===== src/rtl/collector_pkg.sv =====
// Shared types and helpers for the result collector: FSM states, channel-index width, round-robin search.
// No logic of its own; imported by result_collector and collector_fifo.
// Round-robin search is combinational; callers register its result.
package collector_pkg;

  typedef enum logic [1:0] {IDLE, SHIFT, CAPTURE, SETTLE} collector_state_t;

  localparam int NCHAN_MAX = 63;
  localparam int MASK_W    = NCHAN_MAX + 1;

  // Width of a 1-based channel index (0 is reserved for "no channel").
  function automatic int chan_width(input int nchan);
    return $clog2(nchan + 1);
  endfunction

  // First set bit of mask after ptr, wrapping nchan back to 1; 0 when nothing is set.
  function automatic logic [5:0] rr_pick(input logic [MASK_W-1:0] mask,
                                         input logic [5:0]        ptr,
                                         input int                nchan);
    logic [5:0] pick;
    int         c;
    pick = '0;
    // Walk from the farthest candidate to the nearest so the nearest wins.
    for (int k = NCHAN_MAX; k >= 1; k--) begin
      if (k <= nchan) begin
        c = int'(ptr) + k;
        if (c > nchan) c = c - nchan;
        if (mask[6'(c)]) pick = 6'(c);
      end
    end
    return pick;
  endfunction

endpackage


===== src/rtl/collector_fifo.sv =====
// Synchronous FIFO holding collected {channel, word} entries, with occupancy output.
// Latency: a push is visible at head_dat / count the cycle after it is presented.
// No internal flow control: the caller only pushes with a free slot and pops when count is non-zero.
module collector_fifo #(
  parameter  int WIDTH = 8,
  parameter  int DEPTH = 4,
  localparam int AW    = $clog2(DEPTH)
) (
  input  logic             clk,
  input  logic             rst_n,
  input  logic             push_vld,
  input  logic [WIDTH-1:0] push_dat,
  input  logic             pop_vld,
  output logic [WIDTH-1:0] head_dat,
  output logic [AW:0]      count
);

  logic [WIDTH-1:0] mem [DEPTH];
  logic [AW-1:0]    wr_ptr;
  logic [AW-1:0]    rd_ptr;

  always_ff @(posedge clk or negedge rst_n) begin
    if (!rst_n) begin
      wr_ptr <= '0;
      rd_ptr <= '0;
      count  <= '0;
    end else begin
      if (push_vld) wr_ptr <= wr_ptr + AW'(1);
      if (pop_vld)  rd_ptr <= rd_ptr + AW'(1);
      case ({push_vld, pop_vld})
        2'b10:   count <= count + (AW+1)'(1);
        2'b01:   count <= count - (AW+1)'(1);
        default: count <= count;
      endcase
    end
  end

  // Storage needs no reset: an entry is only read after it has been written.
  always_ff @(posedge clk) begin
    if (push_vld) mem[wr_ptr] <= push_dat;
  end

  assign head_dat = mem[rd_ptr];

endmodule


===== src/rtl/result_collector.sv =====
// Round-robin collector: drains one serial result word per grant from NCHAN channels into an output FIFO.
// Latency: word visible on out_valid WORD_BITS+3 cycles after the grant; RESULT_COLLECTOR_STATS_EN adds counters.
// Backpressure: no grant unless the output FIFO has a committed free slot; out_valid/out_ready to the host.
module result_collector
  import collector_pkg::*;
#(
  parameter  int NCHAN         = 24,
  parameter  int WORD_BITS     = 32,
  parameter  int OUT_DEPTH     = 4,
  parameter  int SETTLE_CYCLES = 2,
  localparam int CW            = chan_width(NCHAN)
) (
  input  logic                 fifo_clk,
  input  logic                 fifo_rst_n,
  input  logic [1:NCHAN]       chan_enable,
  input  logic [1:NCHAN]       fifo_empty,
  output logic [1:NCHAN]       fifo_req,
  input  logic [1:NCHAN]       fifo_bits,
  output logic                 out_valid,
  input  logic                 out_ready,
  output logic [WORD_BITS-1:0] out_data,
  output logic [CW-1:0]        out_chan,
  output logic                 busy
`ifdef RESULT_COLLECTOR_STATS_EN
  ,
  output logic [31:0]          word_count,
  output logic [15:0]          stall_count
`endif
);

  localparam int CNTW = $clog2(WORD_BITS + 1);
  localparam int AW   = $clog2(OUT_DEPTH);
  localparam int SCW  = (SETTLE_CYCLES > 0) ? $clog2(SETTLE_CYCLES + 1) : 1;
  localparam int FW   = CW + WORD_BITS;

  collector_state_t     state_q;
  collector_state_t     state_d;
  logic [CW-1:0]        ptr_q;
  logic [CW-1:0]        chan_q;
  logic [1:NCHAN]       sel_q;
  logic [WORD_BITS-1:0] shift_q;
  logic [CNTW-1:0]      bit_cnt_q;
  logic [SCW-1:0]       settle_cnt_q;

  logic [MASK_W-1:0]    elig_mask;
  logic [5:0]           pick;
  logic [1:NCHAN]       pick_onehot;
  logic                 any_elig;
  logic                 have_slot;
  logic                 grant;
  logic                 push;
  logic                 pop;
  logic                 serial_bit;
  logic [AW:0]          occ;
  logic [FW-1:0]        head_dat;

  always_comb begin
    elig_mask = '0;
    for (int i = 1; i <= NCHAN; i++) begin
      elig_mask[i] = chan_enable[i] & ~fifo_empty[i];
    end
  end

  assign pick = rr_pick(elig_mask, 6'(ptr_q), NCHAN);

  always_comb begin
    pick_onehot = '0;
    for (int i = 1; i <= NCHAN; i++) begin
      pick_onehot[i] = (pick == 6'(i));
    end
  end

  // Occupancy covers committed entries only, and one word is in flight at most,
  // so a slot seen free at grant time is still free at push time.
  assign any_elig   = |elig_mask;
  assign have_slot  = (occ < (AW+1)'(OUT_DEPTH));
  assign grant      = (state_q == IDLE) && any_elig && have_slot;
  assign serial_bit = |(fifo_bits & sel_q);
  assign pop        = out_valid & out_ready;

  always_comb begin
    state_d = state_q;
    push    = 1'b0;
    case (state_q)
      IDLE:    if (grant) state_d = SHIFT;
      SHIFT:   if (bit_cnt_q == CNTW'(WORD_BITS)) state_d = CAPTURE;
      CAPTURE: begin
        push    = 1'b1;
        state_d = (SETTLE_CYCLES > 0) ? SETTLE : IDLE;
      end
      SETTLE:  if (settle_cnt_q == SCW'(SETTLE_CYCLES - 1)) state_d = IDLE;
      default: state_d = IDLE;
    endcase
  end

  always_ff @(posedge fifo_clk or negedge fifo_rst_n) begin
    if (!fifo_rst_n) state_q <= IDLE;
    else             state_q <= state_d;
  end

  // Bit counter runs 0..WORD_BITS across SHIFT; data trails the request by one cycle,
  // so samples are taken on counts 1..WORD_BITS and the request drops after count WORD_BITS-1.
  always_ff @(posedge fifo_clk or negedge fifo_rst_n) begin
    if (!fifo_rst_n) begin
      fifo_req     <= '0;
      sel_q        <= '0;
      ptr_q        <= CW'(NCHAN);
      chan_q       <= '0;
      shift_q      <= '0;
      bit_cnt_q    <= '0;
      settle_cnt_q <= '0;
    end else begin
      case (state_q)
        IDLE: begin
          if (grant) begin
            fifo_req  <= pick_onehot;
            sel_q     <= pick_onehot;
            ptr_q     <= CW'(pick);
            chan_q    <= CW'(pick);
            bit_cnt_q <= '0;
          end
        end
        SHIFT: begin
          bit_cnt_q <= bit_cnt_q + CNTW'(1);
          if (bit_cnt_q != '0) shift_q <= (shift_q << 1) | WORD_BITS'(serial_bit);
          if (bit_cnt_q == CNTW'(WORD_BITS - 1)) fifo_req <= '0;
        end
        CAPTURE: settle_cnt_q <= '0;
        SETTLE:  settle_cnt_q <= settle_cnt_q + SCW'(1);
        default: ;
      endcase
    end
  end

  collector_fifo #(
    .WIDTH (FW),
    .DEPTH (OUT_DEPTH)
  ) u_out_fifo (
    .clk      (fifo_clk),
    .rst_n    (fifo_rst_n),
    .push_vld (push),
    .push_dat ({chan_q, shift_q}),
    .pop_vld  (pop),
    .head_dat (head_dat),
    .count    (occ)
  );

  // Outputs read zero whenever nothing is queued.
  assign out_valid = (occ != '0);
  assign out_chan  = out_valid ? head_dat[FW-1:WORD_BITS] : '0;
  assign out_data  = out_valid ? head_dat[WORD_BITS-1:0]  : '0;
  assign busy      = (state_q != IDLE) || out_valid;

`ifdef RESULT_COLLECTOR_STATS_EN
  always_ff @(posedge fifo_clk or negedge fifo_rst_n) begin
    if (!fifo_rst_n) begin
      word_count  <= '0;
      stall_count <= '0;
    end else begin
      if (pop && (word_count != '1)) word_count <= word_count + 32'd1;
      if ((state_q == IDLE) && any_elig && !have_slot && (stall_count != '1))
        stall_count <= stall_count + 16'd1;
    end
  end
`endif

endmodule


===== config.mk =====
export PLATFORM = sky130hd
export DESIGN_NAME = result_collector
export DESIGN_NICKNAME = d
export VERILOG_FILES = /design/src/rtl/collector_pkg.sv /design/src/rtl/collector_fifo.sv /design/src/rtl/result_collector.sv
export SDC_FILE = /design/constraint.sdc
export NUM_CORES = 1
export LEC_CHECK = 0
export CAP_MARGIN = 10
export CORE_MARGIN = 2
export CORE_UTILIZATION = 30
export DETAILED_ROUTE_END_ITERATION = 8
export RECOVER_POWER = 50
export SLEW_MARGIN = 20
export SYNTH_ARGS = -nofsm -noshare
export SYNTH_HDL_FRONTEND = slang
export SYNTH_HIERARCHICAL = 1
export SYNTH_SLANG_ARGS = --single-unit

===== constraint.sdc =====
create_clock -name fifo_clk -period 6.7 [get_ports fifo_clk]
set_clock_uncertainty 0.05 [all_clocks]
set_input_delay 1.005 -clock fifo_clk [delete_from_list [all_inputs] [get_ports fifo_clk]]
set_output_delay 1.005 -clock fifo_clk [all_outputs]
set_load 0.005 [all_outputs]

---- After elaboration in Yosys (flattened, before gate mapping) ----
Memory sizes are Yosys's and may differ from the RTL's.
Index checks and enable logic that the tools add are counted.
storage, ports and cells
  word-level logic and storage cells ...... 355
  bits in writable memories ............... 148
  register bits ........................... 107
  memories kept ........................... 1
operators by class
  bitwise gates (word level) .............. 51
  order comparisons ....................... 49
  multiplexer cells ....................... 136
  equality and inequality tests ........... 36
  reductions and logical operators ........ 17
  $add $sub $neg .......................... 54
memory list
  memory          depth  bits a word  rd ports  clocked after memory_dff  write ports  RTL line              text
  u_out_fifo.mem  4      37           1         0                         1            collector_fifo.sv:18  logic [WIDTH-1:0] mem [DEPTH];
operators with widths
  kind                                                                              number
  6-bit two-way mux                                                                 49
  6-bit by 8-bit less-than comparator with 1-bit output (second input constant)     24
  1-bit binary-select mux with 6-bit select                                         24
  6-bit by 5-bit greater-than comparator with 1-bit output (second input constant)  24
  6-bit by 5-bit subtractor with 6-bit output (second input constant)               24
  6-bit by 5-bit equality test with 1-bit output (second input constant)            10
  5-bit by 5-bit adder with 6-bit output (second input constant)                    9
  1-bit two-way mux                                                                 51
  5-bit by 4-bit adder with 6-bit output (second input constant)                    8
  6-bit by 4-bit equality test with 1-bit output (second input constant)            8
  24-bit two-way mux                                                                2
  24-bit case mux with 2 select lines                                               1
  24-bit OR reduction                                                               2
  32-bit two-way mux                                                                1
  32-bit by 1-bit OR with 32-bit output                                             1
  1-bit bitwise AND                                                                 25
  5-bit by 3-bit adder with 6-bit output (second input constant)                    4
  24-bit bitwise AND                                                                1
  6-bit by 3-bit equality test with 1-bit output (second input constant)            4
  1-bit NOT                                                                         24
  5-bit by 2-bit adder with 6-bit output (second input constant)                    2
  6-bit by 2-bit equality test with 1-bit output (second input constant)            2
  6-bit case mux with 2 select lines                                                1
  2-bit != test (second input constant)                                             4
  other kinds (23)                                                                  38

---- Longest topological paths before layout ----
  word-level depth ........................ 33
  depth in mapped cells ................... 24
  mapped depth without buffers ............ 18

---- Cells and area by module ----
Netlist, hierarchy kept.
modules (own cells, without submodules)
  module            instances  cells each  seq. area each (um^2)  area each (um^2)
  result_collector  1          1,450       2,429.8                12,234.2
  collector_fifo    1          224         4,619.4                5,708.0

---- Worst setup path before layout ----
Ideal clock, no wire load.
  kind .................................... reg2reg
  start ................................... register ptr_q[1]
  end ..................................... register sel_q[19] (netlist bit)
  setup slack ............................. 1,237 ps
  path buffers ............................ 4
  library setup time ...................... 68 ps
  arrival time ............................ 5,345 ps
  stages on the path, launching flop included .. 23
  path through ............................ dfrtp_1 > inv_1 > clkbuf_1 > ha_1 > buf_2 > nor2b_1 > nor3_1 > nor2_1 > inv_1 > ha_1 > a21o_1 > o221ai_2 > mux2_2 > o2bb2a_4 > buf_6 > nand2b_1 > a211o_1 > a211o_1 > a311o_1 > and3_1 > buf_6 > a21oi_4 > a32o_1
between the ends
  cells in the longest elaborated chain, start to end .. 31
ends and longest elaborated chain
  item                                                                                                                     RTL line                 text
  start, declared                                                                                                          result_collector.sv:38   logic [CW-1:0] ptr_q;
  start signal, assigned                                                                                                   result_collector.sv:107  ptr_q <= CW'(NCHAN);
  start signal, assigned                                                                                                   result_collector.sv:118  ptr_q <= CW'(pick);
  5-bit by 5-bit adder with 6-bit output                                                                                   collector_pkg.sv:26      c = int'(ptr) + k;
  6-bit by 5-bit subtractor with 6-bit output or 6-bit by 5-bit greater-than comparator with 1-bit output (tied branches)  collector_pkg.sv:27      if (c > nchan) c = c - nchan;
  6-bit two-way mux                                                                                                        collector_pkg.sv:27
  1-bit binary-select mux with 6-bit select                                                                                collector_pkg.sv:28      if (mask[6'(c)]) pick = 6'(c);
  1-bit two-way mux (implied by the code) (2 in a row)                                                                     collector_pkg.sv:28
  6-bit two-way mux (23 in a row)                                                                                          collector_pkg.sv:28
  6-bit two-way mux *                                                                                                      collector_pkg.sv:28
  6-bit by 5-bit equality test with 1-bit output *                                                                         result_collector.sv:69   pick_onehot[i] = (pick == 6'(i));
  end signal, assigned                                                                                                     result_collector.sv:117  sel_q <= pick_onehot;
  end, declared                                                                                                            result_collector.sv:40   logic [1:NCHAN] sel_q;
Every way passes the cells marked *; elsewhere a longest branch is shown, timed or not. The select of a mux whose other input is x is not followed.
A chain may end at the register's enable or synchronous reset.

---- Final worst setup path ----
  start ................................... register ptr_q[0]
  end ..................................... register fifo_req[16] (netlist bit)
between the ends
  cells in the longest elaborated chain, start to end .. 33
ends and longest elaborated chain
  item                                                                                                                     RTL line                 text
  5-bit by 5-bit adder with 6-bit output                                                                                   collector_pkg.sv:26
  6-bit by 5-bit subtractor with 6-bit output or 6-bit by 5-bit greater-than comparator with 1-bit output (tied branches)  collector_pkg.sv:27
  6-bit two-way mux                                                                                                        collector_pkg.sv:27
  1-bit binary-select mux with 6-bit select                                                                                collector_pkg.sv:28
  1-bit two-way mux (implied by the code) (2 in a row)                                                                     collector_pkg.sv:28
  6-bit two-way mux (23 in a row)                                                                                          collector_pkg.sv:28
  6-bit two-way mux *                                                                                                      collector_pkg.sv:28
  6-bit by 5-bit equality test with 1-bit output *                                                                         result_collector.sv:69
  24-bit two-way mux *                                                                                                     result_collector.sv:115  if (grant) begin
  24-bit case mux with 2 select lines *                                                                                    result_collector.sv:113  case (state_q)
  end signal, assigned                                                                                                     result_collector.sv:116  fifo_req <= pick_onehot;
  end, declared                                                                                                            result_collector.sv:17   output logic [1:NCHAN] fifo_req,
Marked as above.

==> summary.txt <==
STA
  – Tightest Pin Transition: 2.55 ns
  – Final Setup Violations: 0
  – Max_slew headroom: -69.9%
  – TNS Setup: 0 ns
  – Hold Fails Final Rpt: 0
  – Unrepaired setup endpoints after global routing: false
  – Period utilisation layout: roughly nine tenths
  – Slew Viols, Final: 148
  – Fin crit period: ~6 ns
  – Fmax: 163 MHz

Drt
  – Antenna-violating nets left: 0
  – Drt wl/cell: approximately 24 um
  – Vias: 15,184
  – Remaining DRCs: 0
  – Starting DRC count in detailed routing: ~1,400
  – Drt first pass iters: 6
  – Drt via density: just under 6
  – Drt total wl: about 61,000 um

Final layout
  – Commonest cells after routing, fill and taps aside: edfxtp_1 (148), clkdlybuf4s50_1 (136), nand2_1 (123)
  – Fin util: a little over a third
  – Antenna Cells: 0
  – Layout cells sized above 1: around 15%
  – Area delta synth->final: 16.9%
  – Commonest non-fill, non-tap cell in the layout: edfxtp_1
  – Nets: ~1,900

Synthesis
  – Main synth FF type: edfxtp_1
  – Number of synthesized flops with an enable pin: ~150
  – Synth warn: 6
  – Synth Cell Area: around 18,000 um2
  – Sequential-to-total area share from yosys stat: 39.3%
  – Mapped Nets: ~1,800
  – Post-synth top area cell: edfxtp_1
  – Mapped Cells: around 1,700
  – Area share of the largest cell type after synthesis: about a quarter
  – Asr flop ratio synth: approximately two fifths
  – Synth area leaders: edfxtp_1 (25%), dfrtp_1 (14%), mux4_2 (6.8%)
  – Cell variety after synth: about 120
  – Mapped Avg Cell Area: ~11 um2
  – #FFs+latches synth: 252

Job
  – Maxcap violations: 3

GRT
  – Largest net degree at the start of global routing: 66
  – Initial antenna violation count: 2
  – Vias in the first global route: between 10,000 and 15,000
  – Gr ovfl total: 0
  – GRT Util Overall: between 10% and 20%
  – First-pass GRT wire length: 92,800 um

Critical path
  – Startpoint types: register
  – R2R Path Start: ptr_q[0]
  – Worst Path Required: approximately 7 ns
  – Worst EP arrival: around 6.5 ns
  – Worst Path Max Fanout: 27
  – CP endpoint kind: register
  – FF-to-FF End: fifo_req[16]
  – Reg2Reg Setup Slack: 0.57 ns
  – Worst Reg-to-Reg Cells: 13
  – Crit path kind: register to register

Die
  – Die H: 249 um
  – Core ar.: approximately 59,000 um2
  – Die Area: between 60,000 and 70,000 um2
  – I/O Pins: roughly 140
  – Cell row count: 89
  – Initial Util: 30.4%
  – Die width: 249 um

Clocking
  – Clock root cell: clkbuf_16
  – CTS tree: yes
  – CTS Buf Count: 25
  – CTS max path bufs: 3
  – Clock Pin Slew Worst Setup and Hold Paths: 0.06 ns
  – Clock Latency Late Sink: about 0.55 ns
  – Setup bufs post-CTS: 0
  – H-tree levels: 1
  – Sink Count: 252

Placement
  – Detailed Place HPWL: around 46,000 um
  – Port-buffer cells: roughly 140
  – RePlAce Congestion: between 1 and 1.5

Min path
  – Hold EP: fifo_req[20]
  – Hold path start: fifo_req[20]
  – Hold Path Class: register to register
  – Hold depth: 2

Status
  – Failing checks: capacitance limit, slew limit
  – Outcome: finished with violations
-- cells in the mapped netlist (all sizes together) (8+ instances only) --
cell type,number
mux2i,38
a311oi,8
nor4,20
a21o,14
nor3,39
o21a,11
o2111ai,9
dfrtp,102
and3b,8
a22oi,18
a2111oi,13
ha,58
nor3b,8
inv,51
edfxtp,148
and3,11
clkbuf,45
o211ai,21
a31oi,26
a211oi,19
a211o,9
a21oi,75
a32o,18
a21boi,8
mux2,55
xnor2,24
or3,15
mux4,63
nor2b,55
o22ai,19
nand2,124
buf,58
nand4,18
nor2,60
nand2b,49
or2,13
a221oi,9
nand3,38
o21ai,90
nand3b,10
and2,19
a22o,13
o31ai,22
-- worst max path at each step --
stage | end | slack (ns) | start | depth (start not counted)
after floorplan | sel_q[19] | 1.24 | ptr_q[1] | 22
after global placement | fifo_req[4] | 0.65 | ptr_q[2] | 18
after detailed placement | fifo_req[16] | 0.55 | ptr_q[3] | 15
after CTS | fifo_req[16] | 0.52 | ptr_q[3] | 15
after global routing | fifo_req[7] | 0.13 | ptr_q[2] | 16
final | fifo_req[16] | 0.57 | ptr_q[0] | 13
-- area by class of cell --
| cell class | count | area (um2) |
|---|---|---|
| tap | 773 | 967 |
| clock inverter | 17 | 140 |
| sequential | 252 | 7050 |
| clock buffer | 29 | 661 |
| fill | 5859 | 38000 |
| inverter | 52 | 200 |
| multi-input combinational | 1267 | 10200 |
| timing repair buffer | 194 | 1780 |
-- cell families after synthesis --
group / synth area share [%]
AND/OR/NAND/NOR: 15.9
AO/OA/AOI/OAI: 21.0
flip-flops: 39.3
multiplexers: 13.7
buffers and inverters: 4.17
adder cells (fa/ha/maj): 4.16
XOR/XNOR: 1.85
-- worst max-delay path, cell delays in order (launching register included) --
cell and delay [ns]:
dfrtp_1 0.42, buf_4 0.40, ha_1 0.56, xor2_4 0.65, nor4_1 0.13, or4_1 0.75
a211oi_1 0.68, or2_1 0.39, o21ai_0 0.21, o2111ai_1 0.23, a311o_1 0.25, and3_1 0.55
nand3_2 0.32, o41ai_1 0.40
-- stage by stage --
step | worst slack [ns] | std cells | instance area, um2 | hold slack [ns]
2_1_floorplan | 1.24 | 1674 | 17900 | 0.399
3_5_place_dp | 0.548 | 2538 | 20200 | 0.423
3_3_place_gp | 0.655 | 2538 | 20200 | 0.419
6_report | 0.568 | 2584 | 21000 | 0.437
4_1_cts | 0.524 | 2584 | 21000 | 0.420
5_1_grt | 0.128 | 2584 | 21000 | 0.470
-- state kept, by name, summed over array words and instances (netlist names) --
register           count
u_out_fifo/mem       148
shift_q               32
fifo_req              24
sel_q                 24
bit_cnt_q              6
ptr_q                  5
u_out_fifo/count       3
chan_q                 2
settle_cnt_q           2
state_q                2
u_out_fifo/rd_ptr      2
u_out_fifo/wr_ptr      2
-- timing repair --
item                                    4_1_cts  5_1_grt
gates resized for setup                       0        1
endpoints found under the setup margin        0        1
hold buffers                                  0        0
-- routing by layer --
metal	GRT usage, %	routed length [um]	up-vias
met5	0	24	-
li1	-	-	6838
met2	31.0	28400	680
met4	8.31	2590	4
met3	2.89	4170	149
met1	25.3	26100	7513
Power is left out: the tool's default activity adds up to more than one toggle a clock period on the data nets, which glitch-free logic cannot reach.
